## src/rtl/bmc_subframe_decoder.sv

```systemverilog
// Biphase-mark subframe decoder: preamble lock, parallel sample out, V/U/C/P.
// Optional channel-status capture enabled by defining BMC_DECODE_CS_CAPTURE_EN.
module bmc_subframe_decoder #(
    parameter  int SAMPLE_W  = 24,
    parameter  int NUM_CH    = 2,
    parameter  int BLOCK_LEN = 192,
    localparam int CH_W      = $clog2(NUM_CH),
    localparam int FC_W      = $clog2(BLOCK_LEN)
) (
    input  logic                clk,
    input  logic                rst_n,
    input  logic                vin,
    input  logic                din,
    output logic [SAMPLE_W-1:0] sample_data,
    output logic                sample_valid,
    output logic [CH_W-1:0]     channel,
    output logic [FC_W-1:0]     frame_counter,
    output logic                v_bit,
    output logic                u_bit,
    output logic                c_bit,
    output logic                parity_err,
    output logic                bmc_err,
    output logic                block_err,
    output logic                locked,
    output logic [31:0]         cs_word,
    output logic                cs_valid
);

    typedef enum logic [1:0] {S_HUNT, S_DATA, S_PRE} state_t;

    state_t              state_q, state_d;
    logic [5:0]          cnt_q, cnt_d;
    logic [2:0]          fill_q, fill_d;
    logic [7:0]          win_q, win_d;
    logic                last_q, last_d;
    logic                h0_q, h0_d;
    logic [26:0]         sr_q, sr_d;
    logic [CH_W-1:0]     ch_q, ch_d;
    logic [FC_W-1:0]     fc_q, fc_d;
    logic                lock_q, lock_d;
    logic [SAMPLE_W-1:0] smp_q, smp_d;
    logic [CH_W-1:0]     chan_q, chan_d;
    logic [FC_W-1:0]     fco_q, fco_d;
    logic                vb_q, vb_d, ub_q, ub_d, cb_q, cb_d;
    logic                sv_q, sv_d, par_q, par_d;
    logic                bmc_q, bmc_d, blk_q, blk_d;

    logic [7:0]  win_n;
    logic [2:0]  kind;
    logic        bit_n;
    logic [27:0] full;
    logic        accept;

    // {Z, X, Y} match flags, either line polarity
    function automatic logic [2:0] pre_kind(input logic [7:0] w);
        pre_kind[2] = (w == 8'hE8) || (w == 8'h17);
        pre_kind[1] = (w == 8'hE2) || (w == 8'h1D);
        pre_kind[0] = (w == 8'hE4) || (w == 8'h1B);
    endfunction

    assign win_n = {win_q[6:0], din};
    assign kind  = pre_kind(win_n);
    assign bit_n = h0_q ^ din;
    assign full  = {bit_n, sr_q};

    // State and datapath registers
    always_ff @(posedge clk or negedge rst_n) begin
        if (!rst_n) begin
            state_q <= S_HUNT;
            cnt_q   <= '0;
            fill_q  <= '0;
            win_q   <= '0;
            last_q  <= 1'b0;
            h0_q    <= 1'b0;
            sr_q    <= '0;
            ch_q    <= '0;
            fc_q    <= '0;
            lock_q  <= 1'b0;
            smp_q   <= '0;
            chan_q  <= '0;
            fco_q   <= '0;
            vb_q    <= 1'b0;
            ub_q    <= 1'b0;
            cb_q    <= 1'b0;
            sv_q    <= 1'b0;
            par_q   <= 1'b0;
            bmc_q   <= 1'b0;
            blk_q   <= 1'b0;
        end else begin
            state_q <= state_d;
            cnt_q   <= cnt_d;
            fill_q  <= fill_d;
            win_q   <= win_d;
            last_q  <= last_d;
            h0_q    <= h0_d;
            sr_q    <= sr_d;
            ch_q    <= ch_d;
            fc_q    <= fc_d;
            lock_q  <= lock_d;
            smp_q   <= smp_d;
            chan_q  <= chan_d;
            fco_q   <= fco_d;
            vb_q    <= vb_d;
            ub_q    <= ub_d;
            cb_q    <= cb_d;
            sv_q    <= sv_d;
            par_q   <= par_d;
            bmc_q   <= bmc_d;
            blk_q   <= blk_d;
        end
    end

    // Hunt/data/preamble sequencing, cell decode and per-subframe outputs
    always_comb begin
        state_d = state_q;
        cnt_d   = cnt_q;
        fill_d  = fill_q;
        win_d   = win_q;
        last_d  = last_q;
        h0_d    = h0_q;
        sr_d    = sr_q;
        ch_d    = ch_q;
        fc_d    = fc_q;
        lock_d  = lock_q;
        smp_d   = smp_q;
        chan_d  = chan_q;
        fco_d   = fco_q;
        vb_d    = vb_q;
        ub_d    = ub_q;
        cb_d    = cb_q;
        sv_d    = 1'b0;
        par_d   = 1'b0;
        bmc_d   = 1'b0;
        blk_d   = 1'b0;
        accept  = 1'b0;
        if (!vin) begin
            state_d = S_HUNT;
            lock_d  = 1'b0;
            fill_d  = '0;
            cnt_d   = '0;
        end else begin
            win_d  = win_n;
            last_d = din;
            if (fill_q != 3'd7) fill_d = fill_q + 3'd1;
            unique case (state_q)
                S_HUNT: begin
                    if (fill_q == 3'd7 && |kind) accept = 1'b1;
                end
                S_DATA: begin
                    if (!cnt_q[0]) begin
                        if (din == last_q) begin
                            bmc_d   = 1'b1;
                            state_d = S_HUNT;
                            lock_d  = 1'b0;
                            fill_d  = '0;
                        end else begin
                            h0_d  = din;
                            cnt_d = cnt_q + 6'd1;
                        end
                    end else if (cnt_q == 6'd55) begin
                        sv_d    = 1'b1;
                        smp_d   = full[23 -: SAMPLE_W];
                        chan_d  = ch_q;
                        fco_d   = fc_q;
                        vb_d    = full[24];
                        ub_d    = full[25];
                        cb_d    = full[26];
                        par_d   = ^full;
                        state_d = S_PRE;
                        cnt_d   = '0;
                    end else begin
                        sr_d  = {bit_n, sr_q[26:1]};
                        cnt_d = cnt_q + 6'd1;
                    end
                end
                S_PRE: begin
                    if (cnt_q == 6'd7) begin
                        if (|kind) begin
                            accept = 1'b1;
                        end else begin
                            state_d = S_HUNT;
                            lock_d  = 1'b0;
                            fill_d  = '0;
                        end
                    end else begin
                        cnt_d = cnt_q + 6'd1;
                    end
                end
                default: state_d = S_HUNT;
            endcase
            if (accept) begin
                state_d = S_DATA;
                cnt_d   = '0;
                lock_d  = 1'b1;
                if (kind[2]) begin
                    ch_d = '0;
                    fc_d = '0;
                end else if (kind[1]) begin
                    ch_d = '0;
                    if (fc_q == FC_W'(BLOCK_LEN - 1)) begin
                        fc_d  = '0;
                        blk_d = 1'b1;
                    end else begin
                        fc_d = fc_q + 1'b1;
                    end
                end else if (ch_q != CH_W'(NUM_CH - 1)) begin
                    ch_d = ch_q + 1'b1;
                end
            end
        end
    end

    assign sample_data   = smp_q;
    assign sample_valid  = sv_q;
    assign channel       = chan_q;
    assign frame_counter = fco_q;
    assign v_bit         = vb_q;
    assign u_bit         = ub_q;
    assign c_bit         = cb_q;
    assign parity_err    = par_q;
    assign bmc_err       = bmc_q;
    assign block_err     = blk_q;
    assign locked        = lock_q;

`ifdef BMC_DECODE_CS_CAPTURE_EN
    logic        cap_q, cap_d;
    logic [31:0] csr_q, csr_d;
    logic [31:0] csw_q, csw_d;
    logic        csv_q, csv_d;
    logic        emit, z_acc;

    assign emit  = vin && (state_q == S_DATA) && (cnt_q == 6'd55);
    assign z_acc = accept && kind[2];

    // Shift channel-0 C bits of frames 0..31; publish at frame 31
    always_comb begin
        cap_d = cap_q;
        csr_d = csr_q;
        csw_d = csw_q;
        csv_d = 1'b0;
        if (emit && cap_q && ch_q == '0) begin
            csr_d = {full[26], csr_q[31:1]};
            if (32'(fc_q) == 32'd31) begin
                csw_d = csr_d;
                csv_d = 1'b1;
                cap_d = 1'b0;
            end
        end
        if (z_acc) cap_d = 1'b1;
        if (!lock_d) cap_d = 1'b0;
    end

    // Channel-status capture registers
    always_ff @(posedge clk or negedge rst_n) begin
        if (!rst_n) begin
            cap_q <= 1'b0;
            csr_q <= '0;
            csw_q <= '0;
            csv_q <= 1'b0;
        end else begin
            cap_q <= cap_d;
            csr_q <= csr_d;
            csw_q <= csw_d;
            csv_q <= csv_d;
        end
    end

    assign cs_word  = csw_q;
    assign cs_valid = csv_q;
`else
    assign cs_word  = '0;
    assign cs_valid = 1'b0;
`endif

endmodule

```

## config.mk

```make
export PLATFORM = sky130hd
export DESIGN_NAME = bmc_subframe_decoder
export DESIGN_NICKNAME = d
export VERILOG_FILES = /design/src/rtl/bmc_subframe_decoder.sv
export SDC_FILE = /design/constraint.sdc
export NUM_CORES = 1
export LEC_CHECK = 0
export BUFFER_PORTS_ARGS = -buffer_cell sky130_fd_sc_hd__buf_2
export CORE_MARGIN = 10
export CORE_UTILIZATION = 25
export CTS_BUF_LIST = sky130_fd_sc_hd__clkbuf_4 sky130_fd_sc_hd__clkbuf_8
export DETAILED_ROUTE_END_ITERATION = 7
export PLACE_DENSITY = 0.47
export SLEW_MARGIN = 15
export SYNTH_ARGS = -nofsm -noshare
export SYNTH_HDL_FRONTEND = slang
export SYNTH_SLANG_ARGS = --single-unit
```

## constraint.sdc

```tcl
create_clock -name clk -period 2.5 [get_ports clk]
set_clock_uncertainty 0.15 [all_clocks]
set_input_delay 0.5 -clock clk [delete_from_list [all_inputs] [get_ports clk]]
set_output_delay 0.5 -clock clk [all_outputs]
set_load 0.005 [all_outputs]
```

==> flow_metrics.tcl, run 1 <==
set metrics [dict create \
    yosysWarnings 0 \
    path_max_fanout 8 \
    avgSynthCellArea_um2 12.1 \
    num_vias 2956 \
    n_antenna_cell 0 \
    viasPerCell 4.31 \
    syn-cell-area_um2 4710 \
    cts.sinks 96 \
    syn_to_final_growth_pct 14.0 \
    grt_max_degree 50 \
    io_buffers 44 \
    initial_core_util_pct 25.3 \
    r2r_start "state_q[0]" \
    synth_mux_area_share_pct 17.5 \
    worst_slack_ns 0.185 \
    grt_pass1_wl_um 16100 \
    antenna_found_initial 0 \
    required_ns 2.60 \
    ys_types 44 \
    clk_latency_ns 0.36 \
    cts_tree "built" \
    syn_inst 390 \
    die_w_um 157 \
    place_congestion 0.799 \
    multi_input_area_um2 2080 \
    ys_seq_area_share_pct 51.0 \
    tightest_slew_ns 0.883 \
    cts_buffer_depth 2 \
    status "finished, final reports clean" \
    cpMostUsedCell "inv_1" \
    io_pins 78 \
    grt_pass1_vias 3076 \
    cts_made_buffers 9 \
    htreeDepth 3 \
    synthTopCellsByArea "dfrtp_1, mux2_2, buf_4, xnor2_1, ha_1" \
    synthArstFlopShare_pct 100 \
    setup_tns_ns 0 \
    synthSimpleGateAreaFrac_pct 8.47 \
    fin_crit_sh_pct 92.6 \
    postCtsSetupRepairBufs 0 \
    layout_commonest_cell "dfrtp_1" \
    fillers 1940 \
    critPathBufInv 2 \
    die_h_um 157 \
    place_inst 669 \
    final_cell_mix "dfrtp_1, mux2_2, buf_2, conb_1, xnor2_1" \
    synth-xor-area-share_pct 5.89 \
    globalRoute.totalOverflow 0 \
    root_buffer "clkbuf_8" \
    ant_nets 0 \
    max_freq_mhz 432 \
    pwr_density_cell_nw_per_um2 513 \
    wl_um 9900 \
    ir_drop_mv 0.226 \
    cp-start-kind "flip-flop" \
    hp-start "din" \
    rows 50 \
    endpoint_kind "flip-flop" \
    relSlewSlack_pct 40.2 \
    yosys.area.top_type "dfrtp_1" \
    period_needed_ns 2.31 \
    drv_slew 0 \
    crit_family "compound AO/OA/AOI/OAI gates" \
    synth_compound_area_share_pct 6.63 \
    critPathKind "reg -> reg" \
    grt_usage_pct 8.21 \
    final_util_pct 28.8 \
    ys_ff_latch 96 \
    startpoint "state_q[0]" \
    die_area_um2 24800 \
    holdWs_ns 0.290 \
    synth_top_area_share_pct 51.0 \
    synthAdderAreaFrac_pct 2.92 \
    drt_pre_antenna_iters 6 \
    ys.flop_type "dfrtp_1" \
    instances_no_fill 686 \
    nets 462 \
    drt_iter0_markers 142 \
    drcViolationCount 0 \
    crit_slowest_cell "o311ai_1" \
    hold_viol 0 \
    rsz0062_at_grt "no" \
    worstPathArrival_ns 2.41 \
    core_um2 18600 \
    ff_latch_area_um2 2400 \
    cp_cell_sequence "inv_1, ha_1, inv_1, o311ai_1, a21oi_1, a22oi_1, nor2_1" \
    setup_viol_count_final 0 \
    hpwlAfterDp_um 7260 \
    synth_top_family_by_area "multiplexers" \
    cap_violations 0 \
    slowest_delay_ns 0.80 \
    clk_pin_slew_ns 0.09 \
    drive_above_1_share_pct 33.0 \
    place_ws_ns 0.0166 \
    synth-edff-count 0 \
    p_leak_nw 2.71 \
    min_path_type "in -> reg" \
    wire_per_inst_um 14.4 \
]
[cell families (layout without fill, tap and decap cells)]
kind of cell	count (synthesis)	in the layout
other cells	1	33
compound gates	49	49
buf+inv	59	89
xor+xnor	27	27
flops	96	96
mux	74	74
fa+ha+maj	11	11
simple gates	73	73
[metal layers]
layer	GRT usage (%)	up-vias	share of wire, %
met5	0	-	0
met3	3.11	4	5.3
met4	2.14	0	0.50
met2	13.7	67	49
met1	9.69	1468	45
li1	-	1417	-
[per-stage QoR]
step | power (mW) | area, um^2
after floorplan | 1.78 | 4830
after global placement | 1.81 | 5170
after detailed placement | 1.82 | 5170
after CTS | 2.82 | 5370
after global routing | 2.91 | 5370
final | 2.76 | 5370
[final timing paths]
kind,endpoint,slack (ns),depth (start not counted)
worst max-delay path,cnt_q[1],0.19,7
worst min-delay path,win_q[0],0.29,3
worst max register to register,cnt_q[1],0.19,7
worst min register to register,sample_data[10],0.36,1
max in group asynchronous,win_q[6],0.96,3
min in group asynchronous,sample_data[6],0.53,2
[registers in the layout (all words and copies together) (netlist names)]
| register | flops |
|---|---|
| channel | 1 |
| u_bit | 1 |
| sample_valid | 1 |
| c_bit | 1 |
| parity_err | 1 |
| sr_q | 27 |
| v_bit | 1 |
| block_err | 1 |
| cnt_q | 6 |
| sample_data | 24 |
| ch_q | 1 |
| fill_q | 3 |
| locked | 1 |
| frame_counter | 8 |
| h0_q | 1 |
| win_q | 7 |
| bmc_err | 1 |
| fc_q | 8 |
| state_q | 2 |
[Yosys cell counts, types with 4 or more instances]
cell type,count
nand2_1,16
o21ai_0,13
and3_1,6
nand3_1,12
mux2i_1,5
a21oi_1,12
buf_2,7
ha_1,11
nor2_1,8
o22ai_1,5
xnor2_1,20
or3_1,4
inv_1,16
dfrtp_1,96
mux2_2,69
buf_4,33
xor2_1,4
nor3_1,6
[final cells by class]
type | count | area share, %
Inverter | 16 | 1.12
Tap cell | 234 | 5.45
Clock inverter | 3 | 0.489
Sequential cell | 96 | 44.7
Multi-Input combinational cell | 267 | 38.8
Timing Repair Buffer | 57 | 6.47
Clock buffer | 13 | 2.98
[worst register-to-register path, stage by stage (launching register included)]
cell      delay (ns)
dfrtp_1         0.42
inv_1           0.12
ha_1            0.19
inv_1           0.14
o311ai_1        0.80
a21oi_1         0.14
a22oi_1         0.19
nor2_1          0.06
[power breakdown]
| part | switching (mW) | internal [mW] | leakage, nW |
|---|---|---|---|
| Sequential | 0.0354 | 1.58 | 1.31 |
| Combinational | 0.0979 | 0.0684 | 1.30 |
| Clock | 0.542 | 0.431 | 0.0985 |
[timing repair]
action | 4_1_cts | 5_1_grt
setup endpoints to repair | 0 | 5
gates resized for setup | 0 | 1
hold buffers | 1 | 0
endpoints found under the hold margin | 13 | 0
Note: power is estimated with default switching activity, not from simulation.
==> run 2, diff against run 1 <==
--- a/config.mk
+++ b/config.mk
@@ -6,7 +6,7 @@
 export NUM_CORES = 1
 export LEC_CHECK = 0
 export BUFFER_PORTS_ARGS = -buffer_cell sky130_fd_sc_hd__buf_2
-export CORE_MARGIN = 10
+export CORE_MARGIN = 4
 export CORE_UTILIZATION = 25
 export CTS_BUF_LIST = sky130_fd_sc_hd__clkbuf_4 sky130_fd_sc_hd__clkbuf_8
 export DETAILED_ROUTE_END_ITERATION = 7
==> run 2 against run 1 <==
Compared with the run above: clock power grew 19%; worst setup slack gained 0.080 ns; global-route usage grew 1.0 points; cell area grew 0.93%; critical endpoint is now frame_counter[1]; largest power group unchanged.
==> flow_metrics.tcl, run 2 (same netlist as run 1, synthesis figures left out) <==
set metrics [dict create \
    hold_viol 0 \
    cts_buffer_depth 2 \
    ant_nets 0 \
    io_pins 78 \
    wl_um 9500 \
    htreeDepth 3 \
    grt_usage_pct 9.26 \
    relSlewSlack_pct 55.5 \
    holdWs_ns 0.331 \
    grt_pass1_vias 3039 \
    root_buffer "clkbuf_8" \
    cp_cell_sequence "inv_1, ha_1, and3_1, and3_2, buf_12, mux2_2" \
    regMostFlops "sr_q" \
    rsz0062_at_grt "no" \
    syn_to_final_growth_pct 15.0 \
    antenna_found_initial 0 \
    nets 461 \
    rows 49 \
    drt_iter0_markers 199 \
    layout_commonest_cell "dfrtp_1" \
    crit_slowest_cell "dfrtp_1" \
    initial_core_util_pct 25.8 \
    tightest_slew_ns 0.662 \
    setup_viol_count_final 0 \
    slowest_delay_ns 0.41 \
    min_path_type "in -> reg" \
    drcViolationCount 0 \
    fin_crit_sh_pct 89.4 \
    postCtsSetupRepairBufs 0 \
    place_inst 663 \
    drv_slew 0 \
    die_area_um2 21100 \
    path_max_fanout 32 \
    place_area_um2 5170 \
    cts.sinks 96 \
    wire_per_inst_um 14.0 \
    p_leak_nw 2.73 \
    period_needed_ns 2.23 \
    cts_tree "built" \
    ir_drop_mv 0.283 \
    die_h_um 145 \
    clk_pin_slew_ns 0.09 \
    cp-start-kind "flip-flop" \
    required_ns 2.60 \
    status "finished, final reports clean" \
    critPathKind "reg -> reg" \
    hp-start "din" \
    clk_latency_ns 0.37 \
    cts_made_buffers 9 \
    drt_pre_antenna_iters 4 \
    final_util_pct 29.7 \
    hpwlAfterDp_um 6860 \
    num_vias 2967 \
    grt_pass1_wl_um 15900 \
    globalRoute.totalOverflow 0 \
    largest_reg_flops 27 \
    die_w_um 145 \
    io_buffers 44 \
    startpoint "state_q[1]" \
    worst_slack_ns 0.266 \
    cap_violations 0 \
    place_congestion 0.785 \
    final_cell_mix "dfrtp_1, mux2_2, buf_2, conb_1, xnor2_1" \
    crit_family "simple AND/OR/NAND/NOR gates" \
    r2r_start "state_q[1]" \
    stdcell_area_um2 5420 \
    place_ws_ns 0.00192 \
    n_antenna_cell 0 \
    instances_no_fill 680 \
    reg2reg_slack_ns 0.27 \
    max_freq_mhz 448 \
    core_um2 18300 \
    worstPathArrival_ns 2.34 \
    endpoint_kind "flip-flop" \
    pwr_density_cell_nw_per_um2 543 \
    p_total_mw 2.94 \
    grt_max_degree 41 \
    viasPerCell 4.36 \
    critPathBufInv 2 \
    setup_tns_ns 0 \
    drive_above_1_share_pct 33.0 \
]
-- run 2: cell types whose count changed in the layout (fill, tap and decap cells not counted), sizes merged --
cell	delta
buf	-1
inv	-1
bufinv	+2
clkinv	+1
clkbuf	-2
-- run 2: cell type report --
cell class,instances,area [um^2]
Clock inverter,5,78.8
Inverter,16,60.1
Fill cell,1884,12800
Sequential cell,96,2400
Multi-Input combinational cell,267,2090
Tap cell,229,287
Timing Repair Buffer,56,353
Clock buffer,11,151
-- run 2: final timing paths --
kind / depth (start not counted) / endpoint
worst max-delay path: 6 / frame_counter[1]
worst min-delay path: 3 / h0_q
min in group asynchronous: 2 / sample_data[6]
max in group asynchronous: 3 / channel
worst min register to register: 1 / sample_data[14]
worst max register to register: 6 / frame_counter[1]
-- run 2: timing repair --
item,CTS,global route
endpoints found under the setup margin,0,6
endpoints found under the hold margin,38,0
gates resized for setup,0,2
hold buffers,1,0
-- run 2: report_power, final --
part           switching [mW]  internal [mW]  leakage [nW]
combinational          0.0982         0.0695          1.30
clock                   0.543          0.617         0.119
sequential             0.0338           1.58          1.31
-- run 2: metal layers --
layer	wire, um	part of all wire, %	global-route usage [%]
met2	4470	47	14.9
met5	0	0	0
met3	414	4.4	2.09
met4	206	2.2	4.08
met1	4410	46	12.0
-- run 2: worst register-to-register path, cell delays in order, from the launching register on --
cell     delay [ns]
dfrtp_1        0.41
inv_1          0.11
ha_1           0.26
and3_1         0.24
and3_2         0.33
buf_12         0.24
mux2_2         0.38
==> run 3, diff against run 2 <==
--- a/config.mk
+++ b/config.mk
@@ -5,6 +5,7 @@
 export SDC_FILE = /design/constraint.sdc
 export NUM_CORES = 1
 export LEC_CHECK = 0
+export ABC_AREA = 1
 export BUFFER_PORTS_ARGS = -buffer_cell sky130_fd_sc_hd__buf_2
 export CORE_MARGIN = 4
 export CORE_UTILIZATION = 25
==> run 3 against run 2 <==
Compared with the run above: cell area is 5.9% higher; total power is 5.6% lower; largest cell class unchanged; register-to-register slack better by 0.097 ns; hold slack worse by 0.092 ns; routed wire length is 12% higher.
==> flow_metrics.tcl, run 3 <==
set metrics [dict create \
    status "finished, final reports clean" \
    required_ns 2.60 \
    drt_iter0_markers 177 \
    p_total_mw 2.78 \
    largest_reg_flops 27 \
    clk_latency_ns 0.39 \
    min_path_type "in -> reg" \
    cts.sinks 96 \
    io_buffers 44 \
    clk_pin_slew_ns 0.11 \
    ant_nets 0 \
    yosysWarnings 0 \
    ys.flop_type "dfrtp_1" \
    cts_made_buffers 9 \
    path_max_fanout 69 \
    drv_slew 0 \
    wl_met2_um 4730 \
    switchingPower_uw 751 \
    yosys.area.top_type "dfrtp_1" \
    syn-cell-area_um2 5130 \
    switching_share_pct 27.0 \
    wl_um 10600 \
    syn_to_final_growth_pct 11.9 \
    syn_inst 617 \
    topRoutingLayerUsed "met4" \
    max_freq_mhz 468 \
    r2r_end "sample_data[15]" \
    die_w_um 151 \
    hpwlAfterDp_um 7670 \
    nets 677 \
    regMostFlops "sr_q" \
    worstPathArrival_ns 2.24 \
    synth-edff-count 0 \
    hold_viol 0 \
    die_h_um 151 \
    io_pins 78 \
    critPathKind "reg -> reg" \
    grt_pass1_vias 3620 \
    wl_met1_um 5350 \
    seqPwrFrac_pct 57.2 \
    num_vias 3775 \
    fillers 2188 \
    relSlewSlack_pct 55.3 \
    ir_drop_mv 0.217 \
    cts_tree "built" \
    grt_pass1_wl_um 18000 \
    p_leak_nw 2.84 \
    synth_top_area_share_pct 46.8 \
    die_area_um2 22900 \
    drive_above_1_share_pct 16.6 \
    htreeDepth 3 \
    ys_ff_latch 96 \
    n_antenna_cell 0 \
    antenna_found_initial 0 \
    setup_tns_ns 0 \
    ys_types 35 \
    ys_seq_area_share_pct 46.8 \
    viasPerCell 4.03 \
    tightest_slew_ns 0.670 \
    startpoint "state_q[1]" \
    synthTopCellsByArea "dfrtp_1, nand2_1, o21ai_0, buf_4, inv_1" \
    cap_violations 0 \
    drt_pre_antenna_iters 4 \
    rows 52 \
    grt_usage_pct 9.81 \
    comb_power_share_pct 5.4 \
    wire_per_inst_um 11.4 \
    reg2reg_slack_ns 0.36 \
    grt_max_degree 70 \
    period_needed_ns 2.14 \
    endpoint "sample_data[15]" \
    globalRoute.totalOverflow 0 \
    endpoint_kind "flip-flop" \
    final_cell_mix "nand2_1, dfrtp_1, inv_1, o21ai_0, buf_2" \
    cp-start-kind "flip-flop" \
    core_um2 20200 \
    setup_viol_count_final 0 \
    drcViolationCount 0 \
    p_clk_share_pct 37.4 \
    rsz0062_at_grt "no" \
    pwr_density_cell_nw_per_um2 484 \
    synth_most_common_cell "nand2_1" \
    root_buffer "clkbuf_8" \
    cts_buffer_depth 2 \
    intPower_mw 2.03 \
    avgSynthCellArea_um2 8.32 \
    wl_met3_um 490 \
    synthArstFlopShare_pct 100 \
    synthTopCellsByCount "nand2_1, dfrtp_1, inv_1" \
    layout_commonest_cell "nand2_1" \
    r2r_cells 10 \
    r2r_start "state_q[1]" \
    place_congestion 0.787 \
    fin_crit_sh_pct 85.5 \
    initial_core_util_pct 25.4 \
]
==> run 3: changes by cell type in the layout (fill, tap and decap cells not counted), moves of 13 or more <==
cell	change
inv_1	+50
mux2_2	-69
nand2_1	+168
nor2_1	+16
o21ai_0	+41
o21ai_1	+16
o21ai_2	+13
==> run 3: layout make-up <==
type,count,area (um^2),share of cell area (%)
Clock inverter,6,57.6,1.00
Clock buffer,10,138,2.40
Sequential cell,96,2400,41.8
Inverter,73,274,4.77
Multi-Input combinational cell,432,2240,39.0
Timing Repair Buffer,50,295,5.14
Tap cell,270,338,5.88
==> run 3: how the worst min path moves through the flow <==
stage | from | slack (ns) | depth (start not counted) | end
after floorplan | rst_n | 0.05 | 0 | block_err
after global placement | rst_n | 0.29 | 1 | sample_data[20]
after detailed placement | rst_n | 0.29 | 1 | sample_data[20]
after CTS | din | 0.21 | 3 | win_q[0]
after global routing | din | 0.21 | 3 | win_q[0]
final | din | 0.24 | 3 | win_q[0]
==> run 3: critical path, cell delays in order, from the launching register on <==
cell and delay, ns:
dfrtp_1 0.42, inv_1 0.11, ha_1 0.20, nand2_2 0.08
nor2_1 0.18, inv_2 0.07, nor2_4 0.20, inv_2 0.04
buf_4 0.33, nand2_1 0.14, o21ai_0 0.08
==> run 3: cell families after synthesis <==
family	share of synthesized area (%)
XOR/XNOR	3.92
buffers and inverters	11.9
other	0.0730
AND/OR/NAND/NOR	23.2
flip-flops	46.8
adder cells (fa/ha/maj)	2.68
AO/OA/AOI/OAI	11.4
==> run 3: layer usage <==
layer,track usage (%),up-vias
li1,-,1967
met1,13.4,1742
met2,15.2,59
met3,3.20,7
met4,2.04,0
met5,0,-
==> run 3: stage by stage <==
stage / setup slack [ns] / hold slack (ns) / instance area [um^2] / instances / util, %
finish: 0.362 / 0.239 / 5740 / 937 / 28.4
global route: 0.133 / 0.212 / 5740 / 937 / 28.4
CTS: 0.345 / 0.209 / 5740 / 937 / 28.4
detailed placement: 0.297 / 0.291 / 5540 / 920 / 27.4
global placement: 0.287 / 0.293 / 5540 / 920 / 27.4
floorplan: 0.637 / 0.0544 / 5250 / 649 / -
==> run 3: what timing repair did <==
item,CTS,global route
resized for setup,0,0
setup endpoints to repair,0,0
buffers inserted,0,0
hold buffers,1,0
endpoints found under the hold margin,23,0
==> run 3: power by group through the flow <==
stage / Sequential [mW] / Clock [mW] / Combinational (mW)
after floorplan: 1.62 / 0 / 0.127
after global placement: 1.62 / 0 / 0.152
after detailed placement: 1.62 / 0 / 0.153
after CTS: 1.59 / 1.11 / 0.155
after global routing: 1.59 / 1.17 / 0.179
final: 1.59 / 1.04 / 0.151
